[src/rtl/store_beat_sequencer_pkg.sv]
// Shared types for the store beat sequencer: access sizes, FSM states and a size helper.
package store_beat_sequencer_pkg;

    typedef enum logic [1:0] {
        SZ_B = 2'd0,
        SZ_H = 2'd1,
        SZ_W = 2'd2,
        SZ_D = 2'd3
    } store_size_e;

    typedef enum logic [1:0] {
        IDLE  = 2'd0,
        BEAT0 = 2'd1,
        BEAT1 = 2'd2,
        DONE  = 2'd3
    } store_seq_state_e;

    function automatic logic [3:0] size_bytes(store_size_e sz);
        return 4'd1 << sz;
    endfunction

endpackage

[src/rtl/store_beat_sequencer_align.sv]
// Combinational store path: effective address, lane-shifted data and strobes over a
// two-beat window, plus the fault decision for the accepted store.
module store_lane_align
    import store_beat_sequencer_pkg::*;
#(
    parameter int unsigned XLEN             = 32,
    parameter bit          SPLIT_MISALIGNED = 1'b1
) (
    input  logic [XLEN-1:0]         base,
    input  logic [XLEN-1:0]         offset,
    input  logic [XLEN-1:0]         data,
    input  store_size_e             size,
    output logic [XLEN-1:0]         ea,
    output logic [2*(XLEN/8)-1:0]   ext_strb,
    output logic [2*XLEN-1:0]       ext_data,
    output logic                    fault
);

    localparam int unsigned NB = XLEN / 8;
    localparam int unsigned OW = $clog2(NB);

    logic [OW-1:0]   off;
    logic [3:0]      nbytes;
    logic [15:0]     mask16;
    logic [2*NB-1:0] mask;
    logic            misaligned;

    assign ea     = base + offset;
    assign off    = ea[OW-1:0];
    assign nbytes = size_bytes(size);
    assign mask16 = (16'd1 << nbytes) - 16'd1;
    assign mask   = mask16[2*NB-1:0];

    assign ext_strb = mask << off;
    assign ext_data = {{XLEN{1'b0}}, data} << {off, 3'b000};

    // nbytes never exceeds NB on a legal store, so the low address bits decide alignment.
    assign misaligned = |(4'(off) & (nbytes - 4'd1));

    assign fault = ((size == SZ_D) && (XLEN == 32)) || (!SPLIT_MISALIGNED && misaligned);

endmodule

[src/rtl/store_beat_sequencer.sv]
// Store sequencer: accepts one store, issues one or two aligned write beats over a
// valid/ready port, then pulses done (with fault for unsupported or disallowed stores).
module store_beat_sequencer
    import store_beat_sequencer_pkg::*;
#(
    parameter int unsigned XLEN             = 32,
    parameter bit          SPLIT_MISALIGNED = 1'b1
) (
    input  logic                i_clk,
    input  logic                i_rst,
    input  logic                i_valid,
    output logic                o_ready,
    input  logic [1:0]          i_size,
    input  logic [XLEN-1:0]     i_base,
    input  logic [XLEN-1:0]     i_offset,
    input  logic [XLEN-1:0]     i_data,
    output logic                o_mem_valid,
    input  logic                i_mem_ready,
    output logic [XLEN-1:0]     o_mem_addr,
    output logic [XLEN-1:0]     o_mem_wdata,
    output logic [XLEN/8-1:0]   o_mem_wstrb,
    output logic                o_done,
    output logic                o_fault,
    output logic [XLEN-1:0]     o_fault_addr
);

    localparam int unsigned     NB         = XLEN / 8;
    localparam logic [XLEN-1:0] ALIGN_MASK = ~XLEN'(NB - 1);

    store_seq_state_e state_q, state_d;
    logic [XLEN-1:0]  addr_q, addr_d;
    logic [XLEN-1:0]  wdata_q, wdata_d;
    logic [NB-1:0]    wstrb_q, wstrb_d;
    logic [XLEN-1:0]  hi_data_q, hi_data_d;
    logic [NB-1:0]    hi_strb_q, hi_strb_d;
    logic [XLEN-1:0]  fault_addr_q, fault_addr_d;
    logic             fault_q, fault_d;

    logic [XLEN-1:0]  ea;
    logic [2*NB-1:0]  ext_strb;
    logic [2*XLEN-1:0] ext_data;
    logic             fault;

    store_lane_align #(
        .XLEN             (XLEN),
        .SPLIT_MISALIGNED (SPLIT_MISALIGNED)
    ) u_align (
        .base     (i_base),
        .offset   (i_offset),
        .data     (i_data),
        .size     (store_size_e'(i_size)),
        .ea       (ea),
        .ext_strb (ext_strb),
        .ext_data (ext_data),
        .fault    (fault)
    );

    always_comb begin
        state_d      = state_q;
        addr_d       = addr_q;
        wdata_d      = wdata_q;
        wstrb_d      = wstrb_q;
        hi_data_d    = hi_data_q;
        hi_strb_d    = hi_strb_q;
        fault_addr_d = fault_addr_q;
        fault_d      = fault_q;

        unique case (state_q)
            IDLE: begin
                if (i_valid) begin
                    if (fault) begin
                        state_d      = DONE;
                        fault_d      = 1'b1;
                        fault_addr_d = ea;
                    end else begin
                        state_d   = BEAT0;
                        fault_d   = 1'b0;
                        addr_d    = ea & ALIGN_MASK;
                        wdata_d   = ext_data[XLEN-1:0];
                        wstrb_d   = ext_strb[NB-1:0];
                        hi_data_d = ext_data[2*XLEN-1:XLEN];
                        hi_strb_d = ext_strb[2*NB-1:NB];
                    end
                end
            end
            BEAT0: begin
                if (i_mem_ready) begin
                    if (|hi_strb_q) begin
                        state_d = BEAT1;
                        addr_d  = addr_q + XLEN'(NB);
                        wdata_d = hi_data_q;
                        wstrb_d = hi_strb_q;
                    end else begin
                        state_d = DONE;
                    end
                end
            end
            BEAT1: begin
                if (i_mem_ready) begin
                    state_d = DONE;
                end
            end
            DONE: begin
                state_d = IDLE;
            end
            default: begin
                state_d = IDLE;
            end
        endcase
    end

    always_ff @(posedge i_clk) begin
        if (i_rst) begin
            state_q      <= IDLE;
            addr_q       <= '0;
            wdata_q      <= '0;
            wstrb_q      <= '0;
            hi_data_q    <= '0;
            hi_strb_q    <= '0;
            fault_addr_q <= '0;
            fault_q      <= 1'b0;
        end else begin
            state_q      <= state_d;
            addr_q       <= addr_d;
            wdata_q      <= wdata_d;
            wstrb_q      <= wstrb_d;
            hi_data_q    <= hi_data_d;
            hi_strb_q    <= hi_strb_d;
            fault_addr_q <= fault_addr_d;
            fault_q      <= fault_d;
        end
    end

    assign o_ready      = (state_q == IDLE);
    assign o_mem_valid  = (state_q == BEAT0) || (state_q == BEAT1);
    assign o_mem_addr   = addr_q;
    assign o_mem_wdata  = wdata_q;
    assign o_mem_wstrb  = wstrb_q;
    assign o_done       = (state_q == DONE);
    assign o_fault      = (state_q == DONE) && fault_q;
    assign o_fault_addr = fault_addr_q;

endmodule

[config.mk]
export PLATFORM = sky130hd
export DESIGN_NAME = store_beat_sequencer
export DESIGN_NICKNAME = d
export VERILOG_FILES = /design/src/rtl/store_beat_sequencer_pkg.sv /design/src/rtl/store_beat_sequencer_align.sv /design/src/rtl/store_beat_sequencer.sv
export SDC_FILE = /design/constraint.sdc
export NUM_CORES = 1
export LEC_CHECK = 0
export ABC_AREA = 1
export CAP_MARGIN = 0
export CORE_MARGIN = 10
export CORE_UTILIZATION = 40
export CTS_CLUSTER_SIZE = 12
export DETAILED_ROUTE_END_ITERATION = 8
export GPL_ROUTABILITY_DRIVEN = 1
export GPL_TIMING_DRIVEN = 0
export PLACE_DENSITY = 0.73
export SLEW_MARGIN = 5
export SYNTH_ARGS = -nofsm -noshare
export SYNTH_HDL_FRONTEND = slang
export SYNTH_SLANG_ARGS = --single-unit
[constraint.sdc]
create_clock -name i_clk -period 3.1 [get_ports i_clk]
set_clock_uncertainty 0.1 [all_clocks]
set_input_delay 0.93 -clock i_clk [delete_from_list [all_inputs] [get_ports i_clk]]
set_output_delay 0.93 -clock i_clk [all_outputs]
set_load 0.005 [all_outputs]
==> results.py, run 1 <==
metrics = {
    "logic_synthesis": {
        "netlist_area_mm2": 0.00902,
        "synth_ff_type": "dfxtp_1",
        "synth_edf_count": 0,
        "ys_types": 47,
        "ys_ff_latch": 129,
        "avgSynthCellArea_um2": 6.07,
        "synth-async-reset-ratio_pct": 0,
        "yosysWarnings": 0,
        "synth_cells": 1487,
        "synth-seq-area-share_pct": 28.6,
    },
    "finish": {
        "seq_area_mm2": 0.00258,
        "mostFrequentLayoutCells": "nand2_1, inv_1, clkdlybuf4s50_1",
        "n_antenna_cell": 0,
        "multi_input_area_mm2": 0.00536,
        "final_nets": 1850,
        "nFillCells": 2226,
        "area_growth_pct": 33.4,
        "final_common_cell": "nand2_1",
        "layout-drive-gt1-share_pct": 6.33,
        "stdcell_area_mm2": 0.0120,
    },
    "floorplan": {
        "fp-row-count": 54,
        "die_area_mm2": 0.0290,
        "die_w_um": 170,
        "start_util_pct": 41.0,
        "die_height_um": 170,
        "io_pins": 206,
        "coreArea_mm2": 0.0220,
    },
    "sta": {
        "final-setup-viol-count": 0,
        "slew_violations": 0,
        "period_minus_slack_ps": 3020,
        "tns_ps": 0,
        "setup_ws_ps": 82.8,
        "final-hold-violation-count": 0,
        "slew_headroom_pct": 53.4,
        "fmax_mhz": 331,
        "worstMarginPinSlew_ps": 699,
        "fin_crit_sh_pct": 97.3,
    },
    "power": {
        "internal_power_uw": 4990,
        "p_switching_uw": 3840,
        "seqPwrFrac_pct": 28.9,
        "ir_worst_vdd_v": 0.000454,
        "power-per-cell-area_mw_per_mm2": 733,
        "power_frac_clock_pct": 22.8,
        "switching_share_pct": 43.5,
        "p_leak_uw": 0.00556,
        "combPwrFrac_pct": 48.4,
    },
    "clocking": {
        "tritoncts": "yes",
        "hold_buffers": 0,
        "clock_path_buffers": 2,
        "clkTransAtPathRegs_ps": 60,
        "insertion_delay_ps": 420,
        "htreeDepth": 4,
        "cts_sinks": 129,
        "numCtsBuffers": 17,
        "cts_root_buf": "clkbuf_16",
    },
    "routing": {
        "vias_per_cell": 5.27,
        "drt_iter0_markers": 1178,
        "postRouteAntennaNets": 0,
        "vias": 10500,
        "drt_first_pass_iters": 5,
        "drc_errors": 0,
        "wl_per_cell_um": 18.2,
        "drt_wl_total_um": 36400,
    },
    "global_routing": {
        "grt_max_degree": 17,
        "grt_pass1_wl_um": 55200,
        "grt_overflow": 0,
        "grt_pass1_vias": 9999,
        "antenna_found_initial": 0,
        "track_usage_pct": 24.4,
    },
    "worst_setup_path": {
        "worstSetupPathType": "in -> reg",
        "arrival_ps": 3210,
        "r2r-end": "o_mem_addr[25]",
        "r2r_start": "state_q[1]",
        "required_ps": 3290,
        "reg2reg_slack_ps": 590,
        "worstRegToRegCells": 8,
        "cp-start-kind": "input pin",
        "end_kind": "register",
        "crit_fanout": 10,
    },
    "flow_run": {
        "cap_viol_max_count": 0,
    },
    "placed_design": {
        "dp_hpwl_um": 29800,
        "gp_congestion": 1.03,
        "port-buffer-count": 202,
        "placed_area_mm2": 0.0114,
        "pre_cts_slack_ps": -629,
    },
    "worst_hold_path": {
        "holdPathEnd": "hi_strb_q[3]",
        "hold_start": "hi_strb_q[3]",
        "whs_path_depth": 2,
        "min_path_type": "reg -> reg",
    },
    "run_status": {
        "status": "finished clean",
    },
}
flip-flops by register name, summed over array words and instances (netlist names):
name	cells
fault_q	1
hi_strb_q	4
o_fault_addr	32
hi_data_q	24
o_mem_addr	30
o_mem_wdata	32
o_mem_wstrb	4
state_q	2
metrics by stage:
stage / hold WS [ps] / util [%] / power (µW) / cells
2_1_floorplan: 331 / - / 4720 / 1488
3_3_place_gp: 342 / 51.7 / 6690 / 1970
3_5_place_dp: 347 / 51.7 / 6740 / 1970
4_1_cts: 356 / 54.5 / 8780 / 2001
5_1_grt: 385 / 54.6 / 9340 / 2002
6_report: 358 / 54.6 / 8830 / 2002
cell type report:
cell class                      instances  area share, %
Timing Repair Buffer                  203           16.9
Sequential cell                       129           21.5
Inverter                              228           7.14
Tap cell                              280           2.91
Clock buffer                           17           3.53
Buffer                                 58           2.30
Clock inverter                         14           1.30
Multi-Input combinational cell       1073           44.5
cell families (layout without fill, tap and decap cells):
kind of cell / Yosys count / in the layout / share of synthesized area [%]
mux: 8 / 8 / 0.888
flops: 129 / 129 / 28.6
compound gates: 269 / 269 / 16.9
other cells: 1 / 2 / 0.0416
xor+xnor: 18 / 18 / 1.75
simple gates: 738 / 738 / 33.9
buf+inv: 286 / 520 / 12.5
fa+ha+maj: 38 / 38 / 5.35
Yosys cell counts (2+ instances only):
cell | instances | share of area, %
a22oi_1 | 6 | 0.50
a21oi_1 | 110 | 6.1
nand3_1 | 104 | 5.8
mux2i_1 | 8 | 0.89
nand3b_1 | 6 | 0.50
inv_2 | 8 | 0.33
nor2_1 | 125 | 5.2
a211oi_1 | 4 | 0.33
buf_1 | 4 | 0.17
buf_2 | 18 | 1.0
o21ai_0 | 71 | 3.9
ha_1 | 37 | 5.1
buf_4 | 6 | 0.50
o21bai_1 | 2 | 0.17
or2_1 | 2 | 0.14
nor2_2 | 6 | 0.42
xor2_1 | 11 | 1.1
nor3_1 | 13 | 0.72
nand4_1 | 5 | 0.35
or2_0 | 2 | 0.14
o211ai_1 | 34 | 2.8
inv_1 | 217 | 9.0
clkbuf_1 | 27 | 1.1
nand2_2 | 7 | 0.49
nor3_2 | 3 | 0.33
clkbuf_2 | 2 | 0.11
o21ai_1 | 11 | 0.61
a31oi_1 | 9 | 0.62
nor2_4 | 3 | 0.37
a21oi_2 | 2 | 0.19
clkinv_1 | 2 | 0.083
nor4_1 | 2 | 0.14
nand2_1 | 457 | 19
dfxtp_1 | 129 | 29
o22ai_1 | 16 | 1.1
xnor2_1 | 7 | 0.68
critical path, stage by stage:
cell and delay [ps]:
clkdlybuf4s50_1 460, ha_2 190, inv_1 60, fa_2 590, clkbuf_2 260, nor2_1 110, nand2_1 180, buf_2 310
o22ai_1 110
power groups by stage:
stage / clock network, µW / registers, µW / logic [µW]
after floorplan: 0 / 2450 / 2270
after global placement: 0 / 2560 / 4130
after detailed placement: 0 / 2560 / 4180
after CTS: 2020 / 2530 / 4230
after global routing: 2090 / 2590 / 4670
final: 2010 / 2550 / 4270
repair_timing:
action	4_1_cts	5_1_grt
resized for setup	10	6
pin swaps	0	3
setup endpoints to repair	31	43
buffers inserted	0	1
per-layer routing:
metal | up-vias | share of wire, % | GRT usage [%]
met4 | 0 | 2.8 | 8.77
met2 | 484 | 45 | 38.9
met3 | 60 | 9.9 | 6.69
met1 | 4787 | 43 | 31.0
li1 | 5211 | - | -
met5 | - | 0 | 0
worst max-delay path by stage:
stage | from | to | cells after the start
after CTS | i_base[0] | o_mem_addr[22] | 16
after global routing | i_offset[0] | o_mem_addr[22] | 17
after global placement | i_base[0] | hi_data_q[7] | 9
after detailed placement | i_base[0] | hi_data_q[5] | 8
final | i_offset[0] | hi_strb_q[2] | 9
after floorplan | i_base[0] | hi_data_q[7] | 8
Power figures use the tool's default switching activity.
==> inputs of run 2 (changes only) <==
Settings changed: CTS_BUF_LIST set to sky130_fd_sc_hd__clkbuf_16, MAX_ROUTING_LAYER set to met4.
==> results.py, run 2 (synthesized netlist as in run 1, its figures left out) <==
metrics = {
    "sta": {
        "final-setup-viol-count": 0,
        "slew_headroom_pct": 53.3,
        "period_minus_slack_ps": 3030,
        "slew_violations": 0,
        "fmax_mhz": 330,
        "tns_ps": 0,
        "fin_hold_ws_ps": 361,
        "final-hold-violation-count": 0,
        "worstMarginPinSlew_ps": 701,
        "fin_crit_sh_pct": 97.6,
    },
    "worst_setup_path": {
        "r2r-end": "o_mem_addr[26]",
        "arrival_ps": 3230,
        "reg2reg_slack_ps": 580,
        "cpMaxStageDelayCell": "fa_2",
        "r2r_start": "state_q[1]",
        "crit_path_cell_trace": "clkdlybuf4s50_1, ha_2, inv_1, fa_2, clkbuf_2, nor2_1, nand2_1, buf_2, o22ai_1",
        "worstSetupPathType": "in -> reg",
        "worstRegToRegCells": 8,
        "crit_family": "buffers and inverters",
        "worst-path-buf-inv": 4,
        "end_kind": "register",
        "max_stage_delay_ps": 580,
        "crit_fanout": 10,
        "required_ps": 3300,
        "cp-start-kind": "input pin",
    },
    "routing": {
        "drc_errors": 0,
        "vias_per_cell": 5.21,
        "wl_per_cell_um": 18.8,
        "drt_wl_total_um": 37600,
        "vias": 10500,
        "drt_first_pass_iters": 6,
        "postRouteAntennaNets": 0,
        "drt_iter0_markers": 971,
    },
    "worst_hold_path": {
        "holdPathEnd": "hi_strb_q[3]",
        "hold_start": "hi_strb_q[3]",
        "whs_path_depth": 2,
        "min_path_type": "reg -> reg",
    },
    "clocking": {
        "clkTransAtPathRegs_ps": 60,
        "clock_path_buffers": 2,
        "htreeDepth": 4,
        "insertion_delay_ps": 430,
        "numCtsBuffers": 17,
        "cts_root_buf": "clkbuf_16",
        "cts_sinks": 129,
        "hold_buffers": 0,
        "tritoncts": "yes",
    },
    "finish": {
        "multi_input_area_mm2": 0.00536,
        "nFillCells": 2236,
        "final_nets": 1851,
        "layout-drive-gt1-share_pct": 6.32,
        "final_common_cell": "nand2_1",
        "area_growth_pct": 33.6,
        "mostFrequentLayoutCells": "nand2_1, inv_1, clkdlybuf4s50_1",
        "post-route-util_pct": 54.7,
        "seq_area_mm2": 0.00258,
    },
    "power": {
        "internal_power_uw": 4990,
        "power_frac_clock_pct": 22.8,
        "power-per-cell-area_mw_per_mm2": 737,
        "combPwrFrac_pct": 48.5,
        "p_leak_uw": 0.00555,
        "ir_worst_vdd_v": 0.000433,
        "p_switching_uw": 3890,
        "switching_share_pct": 43.8,
        "seqPwrFrac_pct": 28.7,
    },
    "floorplan": {
        "start_util_pct": 41.0,
        "die_w_um": 170,
        "fp-row-count": 54,
        "coreArea_mm2": 0.0220,
        "die_area_mm2": 0.0290,
        "die_height_um": 170,
        "io_pins": 206,
    },
    "global_routing": {
        "antenna_found_initial": 2,
        "grt-busiest-layer": "met2",
        "met3_usage_pct": 8.51,
        "use_met2_pct": 39.8,
        "grt_pass1_vias": 9994,
        "grt_use_met1_pct": 31.5,
        "grt_max_degree": 17,
        "track_usage_pct": 26.1,
        "grt_overflow": 0,
        "grt_pass1_wl_um": 56600,
    },
    "placed_design": {
        "port-buffer-count": 202,
        "dp_hpwl_um": 31000,
        "gp_congestion": 1.03,
    },
    "flow_run": {
        "cap_viol_max_count": 0,
    },
    "run_status": {
        "status": "finished clean",
    },
}
## run 2: routing by layer
| metal | vias to the layer above | routed length (µm) |
|---|---|---|
| met1 | 4707 | 16100 |
| met2 | 481 | 16600 |
| met5 | - | 0 |
| li1 | 5199 | - |
| met3 | 73 | 3880 |
| met4 | 0 | 1120 |
## run 2: worst max-delay path by stage
stage / start / cells past startpoint / endpoint / slack (ps)
4_1_cts: i_base[0] / 14 / o_mem_addr[16] / -10
3_5_place_dp: i_base[0] / 9 / hi_data_q[7] / -630
2_1_floorplan: i_base[0] / 8 / hi_data_q[7] / 410
5_1_grt: i_offset[0] / 16 / o_mem_addr[24] / -8
3_3_place_gp: i_base[0] / 9 / hi_data_q[7] / -620
6_report: i_offset[0] / 9 / hi_data_q[23] / 70
## run 2: power by group through the flow
stage	logic, µW	clock network, µW	registers [µW]
2_1_floorplan	2270	0	2450
6_report	4310	2020	2550
5_1_grt	4710	2090	2600
4_1_cts	4240	2030	2530
3_3_place_gp	4170	0	2570
3_5_place_dp	4210	0	2570
## run 2: worst reg2reg max path, delay by kind of cell (launching register included)
| kind | cells | cell delay [ps] |
|---|---|---|
| adder cells (fa/ha/maj) | 1 | 280 |
| AO/OA/AOI/OAI | 1 | 70 |
| buffers and inverters | 4 | 1060 |
| AND/OR/NAND/NOR | 2 | 490 |
| flip-flops | 1 | 380 |
## run 2: area by class of cell
type	instances	share of cell area, %
multi-input combinational	1073	44.4
sequential	129	21.4
timing repair buffer	204	16.9
inverter	228	7.14
clock buffer	17	3.53
tap	280	2.91
buffer	58	2.29
clock inverter	15	1.32
antenna	2	0.0415
## run 2: what timing repair did
item                                    in CTS  in global routing
cloned                                       0                  0
endpoints found under the setup margin      39                 41
setup buffers                                0                  2
gates resized for setup                      8                  9
pin swaps                                    0                  6
## run 2: metrics by stage
stage | total power (µW) | setup WS [ps] | instance area [µm²] | instances
CTS | 8810 | -11.3 | 12000 | 2002
detailed placement | 6780 | -632 | 11400 | 1970
floorplan | 4720 | 409 | 9020 | 1488
finish | 8880 | 73.5 | 12100 | 2006
global placement | 6740 | -622 | 11400 | 1970
global route | 9400 | -8.23 | 12100 | 2006
